File: src/rtl/mem_byte_sequencer_pkg.sv
// Shared encodings for the byte-serial memory sequencer: access sizes,
// FSM states, byte counts and the alignment rule.
package mem_byte_sequencer_pkg;

  typedef enum logic [1:0] {
    SZ_BYTE = 2'b00,
    SZ_HALF = 2'b01,
    SZ_WORD = 2'b10
  } size_e;

  typedef enum logic [1:0] {
    ST_IDLE = 2'b00,
    ST_XFER = 2'b01,
    ST_DONE = 2'b10
  } state_e;

  localparam logic [2:0] BYTES_BYTE = 3'd1;
  localparam logic [2:0] BYTES_HALF = 3'd2;
  localparam logic [2:0] BYTES_WORD = 3'd4;

  function automatic logic [2:0] byte_count(input size_e size);
    case (size)
      SZ_BYTE: byte_count = BYTES_BYTE;
      SZ_HALF: byte_count = BYTES_HALF;
      default: byte_count = BYTES_WORD;
    endcase
  endfunction

  function automatic logic misaligned(input size_e size, input logic [1:0] addr_lsb);
    case (size)
      SZ_HALF: misaligned = addr_lsb[0];
      SZ_WORD: misaligned = (addr_lsb != 2'b00);
      default: misaligned = 1'b0;
    endcase
  endfunction

endpackage

File: src/rtl/mem_byte_sequencer_if.sv
// Control-unit request/response bus plus the byte-wide RAM port.
interface mem_byte_sequencer_if;
  logic        mov;
  logic        read_write;
  logic [2:0]  ms;
  logic [31:0] address;
  logic [31:0] data_in;
  logic [31:0] data_out;
  logic        moc;
  logic        align_err;
  logic [7:0]  mem_addr;
  logic [7:0]  mem_wdata;
  logic        mem_we;
  logic [7:0]  mem_rdata;

  modport slave (
    input  mov, read_write, ms, address, data_in, mem_rdata,
    output data_out, moc, align_err, mem_addr, mem_wdata, mem_we
  );

  modport master (
    output mov, read_write, ms, address, data_in, mem_rdata,
    input  data_out, moc, align_err, mem_addr, mem_wdata, mem_we
  );
endinterface

File: src/rtl/mem_byte_sequencer_load_extend.sv
// Zero/sign extension of an assembled load value (right-justified in raw).
module mem_load_extend
  import mem_byte_sequencer_pkg::*;
(
  input  logic [31:0] raw,
  input  size_e       size,
  input  logic        sgn,
  output logic [31:0] result
);

  always_comb begin
    case (size)
      SZ_BYTE: result = {{24{sgn & raw[7]}}, raw[7:0]};
      SZ_HALF: result = {{16{sgn & raw[15]}}, raw[15:0]};
      default: result = raw;
    endcase
  end

endmodule

File: src/rtl/mem_byte_sequencer.sv
// Sequences 8/16/32-bit loads and stores as big-endian byte transfers
// against a 256x8 RAM with a combinational read port.
//
// state   | meaning
// IDLE    | waiting for mov; request fields latched on the accepting edge
// XFER    | one RAM byte per cycle, index 0..N-1
// DONE    | moc (and align_err) held until mov drops
module mem_byte_sequencer
  import mem_byte_sequencer_pkg::*;
(
  input logic                  clk,
  input logic                  rst,
  mem_byte_sequencer_if.slave  bus
);

  state_e      state_q, state_d;
  logic        rw_q;
  size_e       size_q;
  logic        sgn_q;
  logic [7:0]  base_q;
  logic [31:0] data_q;
  logic [2:0]  n_q;
  logic [1:0]  idx_q;
  logic [31:0] asm_q;
  logic        err_q;
  logic [31:0] data_out_q;

  size_e       size_in;
  logic        mis_in;
  logic        xfer;
  logic        last;
  logic [1:0]  sh;
  logic [31:0] asm_next;
  logic [31:0] ext;
  logic        unused_bits;

  assign unused_bits = ^{bus.address[31:8], asm_q[31:24]};

  assign size_in  = bus.ms[1] ? SZ_WORD : (bus.ms[0] ? SZ_HALF : SZ_BYTE);
  assign mis_in   = misaligned(size_in, bus.address[1:0]);
  assign xfer     = (state_q == ST_XFER);
  assign last     = ({1'b0, idx_q} == (n_q - 3'd1));
  assign asm_next = {asm_q[23:0], bus.mem_rdata};
  // Most significant byte goes out first: byte k sits (N-1-k) bytes up.
  assign sh       = 2'(n_q - 3'd1 - {1'b0, idx_q});

  mem_load_extend u_extend (
    .raw    (asm_next),
    .size   (size_q),
    .sgn    (sgn_q),
    .result (ext)
  );

  always_comb begin
    state_d = state_q;
    case (state_q)
      ST_IDLE: if (bus.mov) state_d = mis_in ? ST_DONE : ST_XFER;
      ST_XFER: if (last) state_d = ST_DONE;
      ST_DONE: if (!bus.mov) state_d = ST_IDLE;
      default: state_d = ST_IDLE;
    endcase
  end

  always_comb begin
    bus.mem_addr  = 8'h00;
    bus.mem_wdata = 8'h00;
    bus.mem_we    = 1'b0;
    if (xfer) begin
      bus.mem_addr = base_q + {6'b000000, idx_q};
      if (!rw_q) begin
        bus.mem_we    = 1'b1;
        bus.mem_wdata = data_q[{sh, 3'b000} +: 8];
      end
    end
    bus.moc       = (state_q == ST_DONE);
    bus.align_err = (state_q == ST_DONE) & err_q;
    bus.data_out  = data_out_q;
  end

  always_ff @(posedge clk or posedge rst) begin
    if (rst) begin
      state_q    <= ST_IDLE;
      rw_q       <= 1'b0;
      size_q     <= SZ_BYTE;
      sgn_q      <= 1'b0;
      base_q     <= 8'h00;
      data_q     <= 32'h0;
      n_q        <= 3'd0;
      idx_q      <= 2'd0;
      asm_q      <= 32'h0;
      err_q      <= 1'b0;
      data_out_q <= 32'h0;
    end else begin
      state_q <= state_d;
      case (state_q)
        ST_IDLE: begin
          if (bus.mov) begin
            rw_q   <= bus.read_write;
            size_q <= size_in;
            sgn_q  <= bus.ms[2];
            base_q <= bus.address[7:0];
            data_q <= bus.data_in;
            n_q    <= byte_count(size_in);
            idx_q  <= 2'd0;
            asm_q  <= 32'h0;
            err_q  <= mis_in;
          end
        end
        ST_XFER: begin
          idx_q <= idx_q + 2'd1;
          if (rw_q) begin
            asm_q <= asm_next;
            if (last) data_out_q <= ext;
          end
        end
        default: ;
      endcase
    end
  end

endmodule
File: src/flat_wrapper.sv
// flat-port wrapper written by rule: the top's interface ports become plain ports
module mem_byte_sequencer_flat import mem_byte_sequencer_pkg::*;
  (clk, rst, bus_mov, bus_read_write, bus_ms, bus_address, bus_data_in, bus_mem_rdata, bus_data_out, bus_moc, bus_align_err, bus_mem_addr, bus_mem_wdata, bus_mem_we);
  mem_byte_sequencer_if bus_i ();
  input logic clk;
  input logic rst;
  input wire logic [$bits(bus_i.mov)-1:0] bus_mov;
  input wire logic [$bits(bus_i.read_write)-1:0] bus_read_write;
  input wire logic [$bits(bus_i.ms)-1:0] bus_ms;
  input wire logic [$bits(bus_i.address)-1:0] bus_address;
  input wire logic [$bits(bus_i.data_in)-1:0] bus_data_in;
  input wire logic [$bits(bus_i.mem_rdata)-1:0] bus_mem_rdata;
  output wire logic [$bits(bus_i.data_out)-1:0] bus_data_out;
  output wire logic [$bits(bus_i.moc)-1:0] bus_moc;
  output wire logic [$bits(bus_i.align_err)-1:0] bus_align_err;
  output wire logic [$bits(bus_i.mem_addr)-1:0] bus_mem_addr;
  output wire logic [$bits(bus_i.mem_wdata)-1:0] bus_mem_wdata;
  output wire logic [$bits(bus_i.mem_we)-1:0] bus_mem_we;
  assign bus_i.mov = bus_mov;
  assign bus_i.read_write = bus_read_write;
  assign bus_i.ms = bus_ms;
  assign bus_i.address = bus_address;
  assign bus_i.data_in = bus_data_in;
  assign bus_i.mem_rdata = bus_mem_rdata;
  assign bus_data_out = bus_i.data_out;
  assign bus_moc = bus_i.moc;
  assign bus_align_err = bus_i.align_err;
  assign bus_mem_addr = bus_i.mem_addr;
  assign bus_mem_wdata = bus_i.mem_wdata;
  assign bus_mem_we = bus_i.mem_we;
  mem_byte_sequencer u_core (.clk(clk), .rst(rst), .bus(bus_i));
endmodule
File: config.mk
export PLATFORM = sky130hd
export DESIGN_NAME = mem_byte_sequencer_flat
export DESIGN_NICKNAME = d
export VERILOG_FILES = /design/src/rtl/mem_byte_sequencer_pkg.sv /design/src/rtl/mem_byte_sequencer_if.sv /design/src/rtl/mem_byte_sequencer_load_extend.sv /design/src/rtl/mem_byte_sequencer.sv /design/src/flat_wrapper.sv
export SDC_FILE = /design/constraint.sdc
export NUM_CORES = 1
export LEC_CHECK = 0
export ABC_CLOCK_PERIOD_IN_PS = 3150
export CORE_ASPECT_RATIO = 1.1
export CORE_MARGIN = 2
export CORE_UTILIZATION = 35
export DETAILED_ROUTE_END_ITERATION = 6
export SETUP_SLACK_MARGIN = 0.2
export SLEW_MARGIN = 20
export SYNTH_ARGS = -nofsm -noshare
export SYNTH_HDL_FRONTEND = slang
export SYNTH_SLANG_ARGS = --single-unit
File: constraint.sdc
create_clock -name clk -period 3.15 [get_ports clk]
set_clock_uncertainty 0.05 [all_clocks]
set_input_delay 0.4725 -clock clk [delete_from_list [all_inputs] [get_ports clk]]
set_output_delay 0.4725 -clock clk [all_outputs]
set_load 0.02 [all_outputs]
==> flow_summary.json, run 1 <==
{
  "run_status": "finished clean",
  "crit_fanout": 8,
  "rsz0062_at_grt": "yes",
  "final_common_cell": "nand2_1",
  "clockBufferDepth": 2,
  "clkPwrFrac": 0.183,
  "dp.cells": 725,
  "powerDensity_nw_per_um2": 979,
  "num_rows": 44,
  "p_int_w": 0.00396,
  "areaGrowthSynthToFinish_pct": 33.8,
  "grt_overflow_total": 0,
  "die_w_um": 115,
  "crit_cells": 7,
  "drtIter0Drc": 179,
  "rr_worst_depth": 4,
  "slowest_delay_ns": 0.50,
  "synth_top_area_share": 0.563,
  "rr_startpoint": "u_core.state_q[1]$_DFFE_PP0P_",
  "start_util": 0.359,
  "track_usage": 0.153,
  "maxSlewViolCount": 0,
  "tightest_slew_ns": 0.959,
  "cp_cell_sequence": "inv_2, ha_4, xnor3_2, buf_12, mux4_2, and2_1, buf_2",
  "drv_cap": 0,
  "p_leak_nw": 2.95,
  "ys_types": 37,
  "clock.fmax_mhz": 342,
  "clock-sinks": 107,
  "wl_per_cell_um": 14.6,
  "relSlewSlack": 0.361,
  "multi_input_area_um2": 1960,
  "via_per_inst": 4.85,
  "share_comb_of_total_power": 0.443,
  "syn_inst": 455,
  "crit_buf_inv": 3,
  "seq_area_um2": 2680,
  "synth_edf_count": 0,
  "worstSetupPathType": "reg2out",
  "timing.hold.ws_ns": 0.420,
  "syn_area_um2": 4760,
  "ys_top_cells_by_area": "dfrtp_1, nand2_1, mux2_2",
  "place_hpwl_um": 7400,
  "wl_um": 10900,
  "hold_start": "u_core.data_q[7]$_DFFE_PP0P_",
  "die_h_um": 126,
  "ant_nets": 0,
  "instances_no_fill": 743,
  "r2r_slack_ns": 0.79,
  "vias": 3604,
  "cts_buffers": 9,
  "cts.hold.buffers_added": 0,
  "clock_latency_ns": 0.34,
  "hp-class": "reg2reg",
  "dpl_cell_area_um2": 6020,
  "reg2reg_to": "u_core.bus.data_out[3]$_DFFE_PP0P_",
  "fin_crit_sh": 0.929,
  "grt_max_degree": 66,
  "nets": 638,
  "grt_pass1_wl_um": 17800,
  "hold_depth": 2,
  "final_cell_area_um2": 6370,
  "finalSetupViolCount": 0,
  "fin_crit_ns": 2.93,
  "required_ns": 2.63,
  "cts-root-buf": "clkbuf_16",
  "hold_violations": 0,
  "routabilityCongestion": 0.753,
  "synth_fp_nets": 539,
  "async_flop_share": 1.00,
  "seq_power_share": 0.375,
  "grt_pass1_vias": 3624,
  "port_buffers": 105,
  "worstPathArrival_ns": 2.41,
  "cts_max_level": 3,
  "ys_warn_count": 0,
  "cpMaxStageDelayCell": "mux4_2",
  "swShare": 0.364,
  "drc": 0,
  "fill_cells": 1274,
  "synth_ff_type": "dfrtp_1",
  "yosysSeqAreaShare": 0.563,
  "synth_seq_cells": 107,
  "syn_avg_cell_area_um2": 10.5,
  "min_to": "u_core.data_q[7]$_DFFE_PP0P_",
  "cts_tree": "yes",
  "die_area_um2": 14500,
  "layout.cells.most_common_list": "nand2_1, dfrtp_1, clkdlybuf4s50_1",
  "cp_top_family": "multiplexers",
  "power_w": 0.00623,
  "ir_drop_uv": 453,
  "yosysTopAreaCell": "dfrtp_1",
  "drt_first_pass_iters": 4,
  "p_switching_w": 0.00227,
  "clkTransAtPathRegs_ns": 0.07,
  "antenna_found_initial": 0,
  "start_kind": "flop",
  "num_io_pins": 130,
  "antenna_cells": 0,
  "coreArea_um2": 13300,
  "drive_gt1_frac": 0.147,
  "timing.setup.tns_ns": 0,
  "cp-end-kind": "output pin"
}
-- area by class of cell --
cell class / count / area share
tap: 184 / 0.0362
sequential: 107 / 0.421
clock inverter: 5 / 0.00943
multi-input combinational: 308 / 0.308
inverter: 12 / 0.00767
timing repair buffer: 116 / 0.180
clock buffer: 11 / 0.0381
-- per-stage QoR --
stage | util | worst slack [ns]
2_1_floorplan | - | 0.616
3_3_place_gp | 0.454 | 0.142
3_5_place_dp | 0.454 | 0.127
4_1_cts | 0.475 | 0.0991
5_1_grt | 0.480 | 0.131
6_report | 0.480 | 0.222
-- timing repair --
| item | in CTS | in global routing |
|---|---|---|
| endpoints found under the setup margin | 10 | 11 |
| gates resized for setup | 35 | 24 |
| gates cloned | 0 | 0 |
| setup buffers | 1 | 1 |
| pin swaps | 1 | 5 |
-- routing by layer --
metal / GRT usage / vias up / routed length [um] / part of all wire
li1: - / 1726 / - / -
met1: 0.204 / 1763 / 4740 / 0.44
met4: 0.0475 / 0 / 140 / 0.013
met3: 0.0373 / 12 / 692 / 0.064
met5: 0 / - / 0 / 0
met2: 0.247 / 103 / 5280 / 0.49
-- kinds of logic (layout without fill, tap and decap cells) --
| kind of cell | Yosys count | count (layout) | share of synthesized area |
|---|---|---|---|
| AO/OA/AOI/OAI | 69 | 69 | 0.0954 |
| buffers and inverters | 40 | 144 | 0.0331 |
| adder cells (fa/ha/maj) | 5 | 5 | 0.0147 |
| multiplexers | 41 | 41 | 0.114 |
| flip-flops | 107 | 107 | 0.563 |
| XOR/XNOR | 5 | 5 | 0.0124 |
| AND/OR/NAND/NOR | 188 | 188 | 0.168 |
-- how the worst max path moves through the flow --
stage	start	endpoint	slack [ns]
detailed placement	u_core.n_q[0]$_DFFE_PP0P_	bus_mem_wdata[0]	0.13
CTS	u_core.n_q[0]$_DFFE_PP0P_	bus_mem_wdata[0]	0.1
global placement	u_core.n_q[0]$_DFFE_PP0P_	bus_mem_wdata[7]	0.14
global route	u_core.size_q[0]$_DFFE_PP0P_	bus_mem_wdata[0]	0.13
finish	u_core.n_q[0]$_DFFE_PP0P_	bus_mem_wdata[0]	0.22
floorplan	u_core.size_q[0]$_DFFE_PP0P_	bus_mem_wdata[0]	0.62
-- cells in the mapped netlist, drive strengths merged (3+ instances only) --
cell type    n
a21oi       13
a22o        25
and2        11
buf         13
clkbuf      15
dfrtp      107
ha           4
inv         12
mux2        24
mux2i        9
mux4         8
nand2      150
nand2b       3
nand3        4
nor2         4
o21ai       25
-- worst reg2reg max path: cells and delay by family (launching register included) --
kind,cells,cell delay (ns)
buffers and inverters,1,0.32
DFF,1,0.47
muxes,1,0.38
and+or+nand+nor,2,1.03
-- power by group through the flow --
stage / sequential (W) / combinational (W) / clock (W)
floorplan: 0.00238 / 0.00163 / 0
global placement: 0.00233 / 0.00266 / 0
detailed placement: 0.00236 / 0.00271 / 0
CTS: 0.00234 / 0.00270 / 0.00117
global route: 0.00241 / 0.00301 / 0.00123
finish: 0.00234 / 0.00276 / 0.00114
-- sequential cells by signal, summed over array words and instances, names as in the netlist --
signal and count:
u_core.err_q 1, u_core.bus.data_out 32, u_core.rw_q 1, u_core.n_q 2
u_core.state_q 2, u_core.asm_q 24, u_core.data_q 32, u_core.size_q 2
u_core.idx_q 2, u_core.base_q 8, u_core.sgn_q 1
No activity file was read; power rests on OpenSTA's default activity.
==> inputs of run 2 (changes only) <==
ABC_AREA = 1   (was unset)
==> flow_summary.json, run 2 <==
{
  "hold_violations": 0,
  "ir_drop_uv": 322,
  "cts_buffers": 9,
  "grt_pass1_vias": 4243,
  "drtIter0Drc": 292,
  "track_usage": 0.164,
  "via_per_inst": 4.70,
  "syn_inst": 624,
  "ys_warn_count": 0,
  "yosysSeqAreaShare": 0.530,
  "tightest_slew_ns": 0.954,
  "clockBufferDepth": 2,
  "grt_overflow_total": 0,
  "antenna_cells": 0,
  "ys_top_cells_by_area": "dfrtp_1, nand2_1, nand3_1",
  "final_common_cell": "nand2_1",
  "drv_cap": 0,
  "maxSlewViolCount": 0,
  "async_flop_share": 1.00,
  "seq_area_um2": 2680,
  "start_util": 0.354,
  "cp_common_cell": "nor2_1",
  "postLayoutCoreUtil": 0.458,
  "clkTransAtPathRegs_ns": 0.07,
  "finalSetupViolCount": 0,
  "routabilityCongestion": 0.854,
  "vias": 4284,
  "ys_types": 31,
  "cts.hold.buffers_added": 0,
  "layout.cells.most_common_list": "nand2_1, dfrtp_1, clkdlybuf4s50_1",
  "num_rows": 46,
  "p_leak_nw": 3.16,
  "fin_crit_sh": 0.903,
  "syn_area_um2": 5050,
  "yosysTopAreaCell": "dfrtp_1",
  "synth_edf_count": 0,
  "num_io_pins": 130,
  "run_status": "finished clean",
  "nets": 800,
  "instances_no_fill": 912,
  "clock_latency_ns": 0.35,
  "antenna_found_initial": 0,
  "drc": 0,
  "start_kind": "flop",
  "worstPathArrival_ns": 2.32,
  "worstSetupPathType": "reg2out",
  "rsz0062_at_grt": "no",
  "cts-root-buf": "clkbuf_16",
  "ant_nets": 0,
  "drt_first_pass_iters": 4,
  "drive_gt1_frac": 0.0514,
  "die_w_um": 119,
  "wl_um": 12100,
  "crit_fanout": 5,
  "timing.setup.tns_ns": 0,
  "synth_fp_nets": 708,
  "cts_tree": "yes",
  "dp.cells": 897,
  "clock-sinks": 107,
  "synth_top_area_share": 0.530,
  "synth_seq_cells": 107,
  "relSlewSlack": 0.364,
  "slowest_delay_ns": 0.61,
  "fill_cells": 1471,
  "synth_ff_type": "dfrtp_1",
  "powerDensity_nw_per_um2": 418,
  "fin_crit_ns": 2.84,
  "final_cell_area_um2": 6540,
  "cp-end-kind": "output pin",
  "die_h_um": 130,
  "areaGrowthSynthToFinish_pct": 29.3,
  "port_buffers": 105,
  "place_hpwl_um": 8420,
  "required_ns": 2.63,
  "cpMaxStageDelayCell": "clkdlybuf4s50_1",
  "clock.fmax_mhz": 352,
  "cts_max_level": 3,
  "die_area_um2": 15400,
  "dpl_cell_area_um2": 6230,
  "coreArea_um2": 14300,
  "wl_per_cell_um": 13.3,
  "hp-class": "reg2reg",
  "synth_common_cells": "nand2_1, dfrtp_1, nand3_1",
  "grt_pass1_wl_um": 20200,
  "multi_input_area_um2": 1960,
  "yosysMostFrequentCell": "nand2_1",
  "grt_max_degree": 59,
  "syn_avg_cell_area_um2": 8.10,
  "cp_cell_sequence": "ha_1, fa_1, nand2_1, nor2_1, nor2_1, clkdlybuf4s50_1"
}
[run 2: area by class of cell]
class / instances / share of cell area
repair buffers: 112 / 0.169
flip-flops and latches: 107 / 0.410
inverters: 63 / 0.0368
well taps: 192 / 0.0368
clock inverters: 2 / 0.00919
multi-input cells: 423 / 0.301
clock buffers: 13 / 0.0383
[run 2: per-stage QoR]
stage	power (W)	hold slack [ns]	worst slack, ns
6_report	0.00273	0.418	0.305
5_1_grt	0.00283	0.440	0.200
4_1_cts	0.00277	0.425	0.292
3_5_place_dp	0.00157	0.408	0.452
3_3_place_gp	0.00157	0.405	0.433
2_1_floorplan	0.00147	0.399	1.04
[run 2: worst paths after layout]
kind                                                    startpoint                                  end  slack, ns  depth (start not counted)
worst min-delay path            u_core.bus.data_out[3]$_DFFE_PP0P_   u_core.bus.data_out[3]$_DFFE_PP0P_       0.42                          2
worst max register to register         u_core.idx_q[0]$_DFFE_PP0P_  u_core.bus.data_out[22]$_DFFE_PP0P_       0.83                          8
max in group asynchronous                                      rst         u_core.base_q[2]$_DFFE_PP0P_       1.82                          3
min in group asynchronous                                      rst  u_core.bus.data_out[31]$_DFFE_PP0P_       0.51                          2
worst min register to register  u_core.bus.data_out[3]$_DFFE_PP0P_   u_core.bus.data_out[3]$_DFFE_PP0P_       0.42                          2
worst max-delay path                   u_core.idx_q[0]$_DFFE_PP0P_                      bus_mem_addr[4]       0.31                          6
[run 2: what timing repair did]
action	4_1_cts	5_1_grt
resized for setup	10	5
gates cloned	0	0
setup buffers	0	0
setup endpoints to repair	9	8
[run 2: report_power, final]
| part | switching, W | leakage [nW] | total (W) | internal, W |
|---|---|---|---|---|
| Sequential | 0.00000709 | 1.14 | 0.00140 | 0.00139 |
| Combinational | 0.0000644 | 1.88 | 0.000144 | 0.0000799 |
| Clock | 0.000477 | 0.150 | 0.00119 | 0.000715 |
| Total | 0.000548 | 3.16 | 0.00273 | 0.00218 |
[run 2: kinds of logic (layout without fill, tap and decap cells)]
family	Yosys count	count (layout)	synth area share
AOI/OAI and AO/OA	87	87	0.0961
buffers and inverters	94	190	0.0824
xor gates and xnor gates	2	2	0.00347
adders and majority gates	5	5	0.0139
DFF	107	107	0.530
and+or+nand+nor	329	329	0.274
[run 2: critical path: cells and delay by family (launching register included)]
family / cells / cell delay (ns)
DFF: 1 / 0.43
buffers and inverters: 1 / 0.61
and+or+nand+nor: 3 / 0.28
adders and majority gates: 2 / 0.66
[run 2: routing by layer]
layer | wire length (um) | up-vias | global-route usage | part of all wire
met5 | 0 | - | 0 | 0
li1 | - | 2161 | - | -
met2 | 6070 | 91 | 0.299 | 0.50
met4 | 157 | 0 | 0.0567 | 0.013
met1 | 5400 | 2021 | 0.198 | 0.45
met3 | 498 | 11 | 0.0258 | 0.041
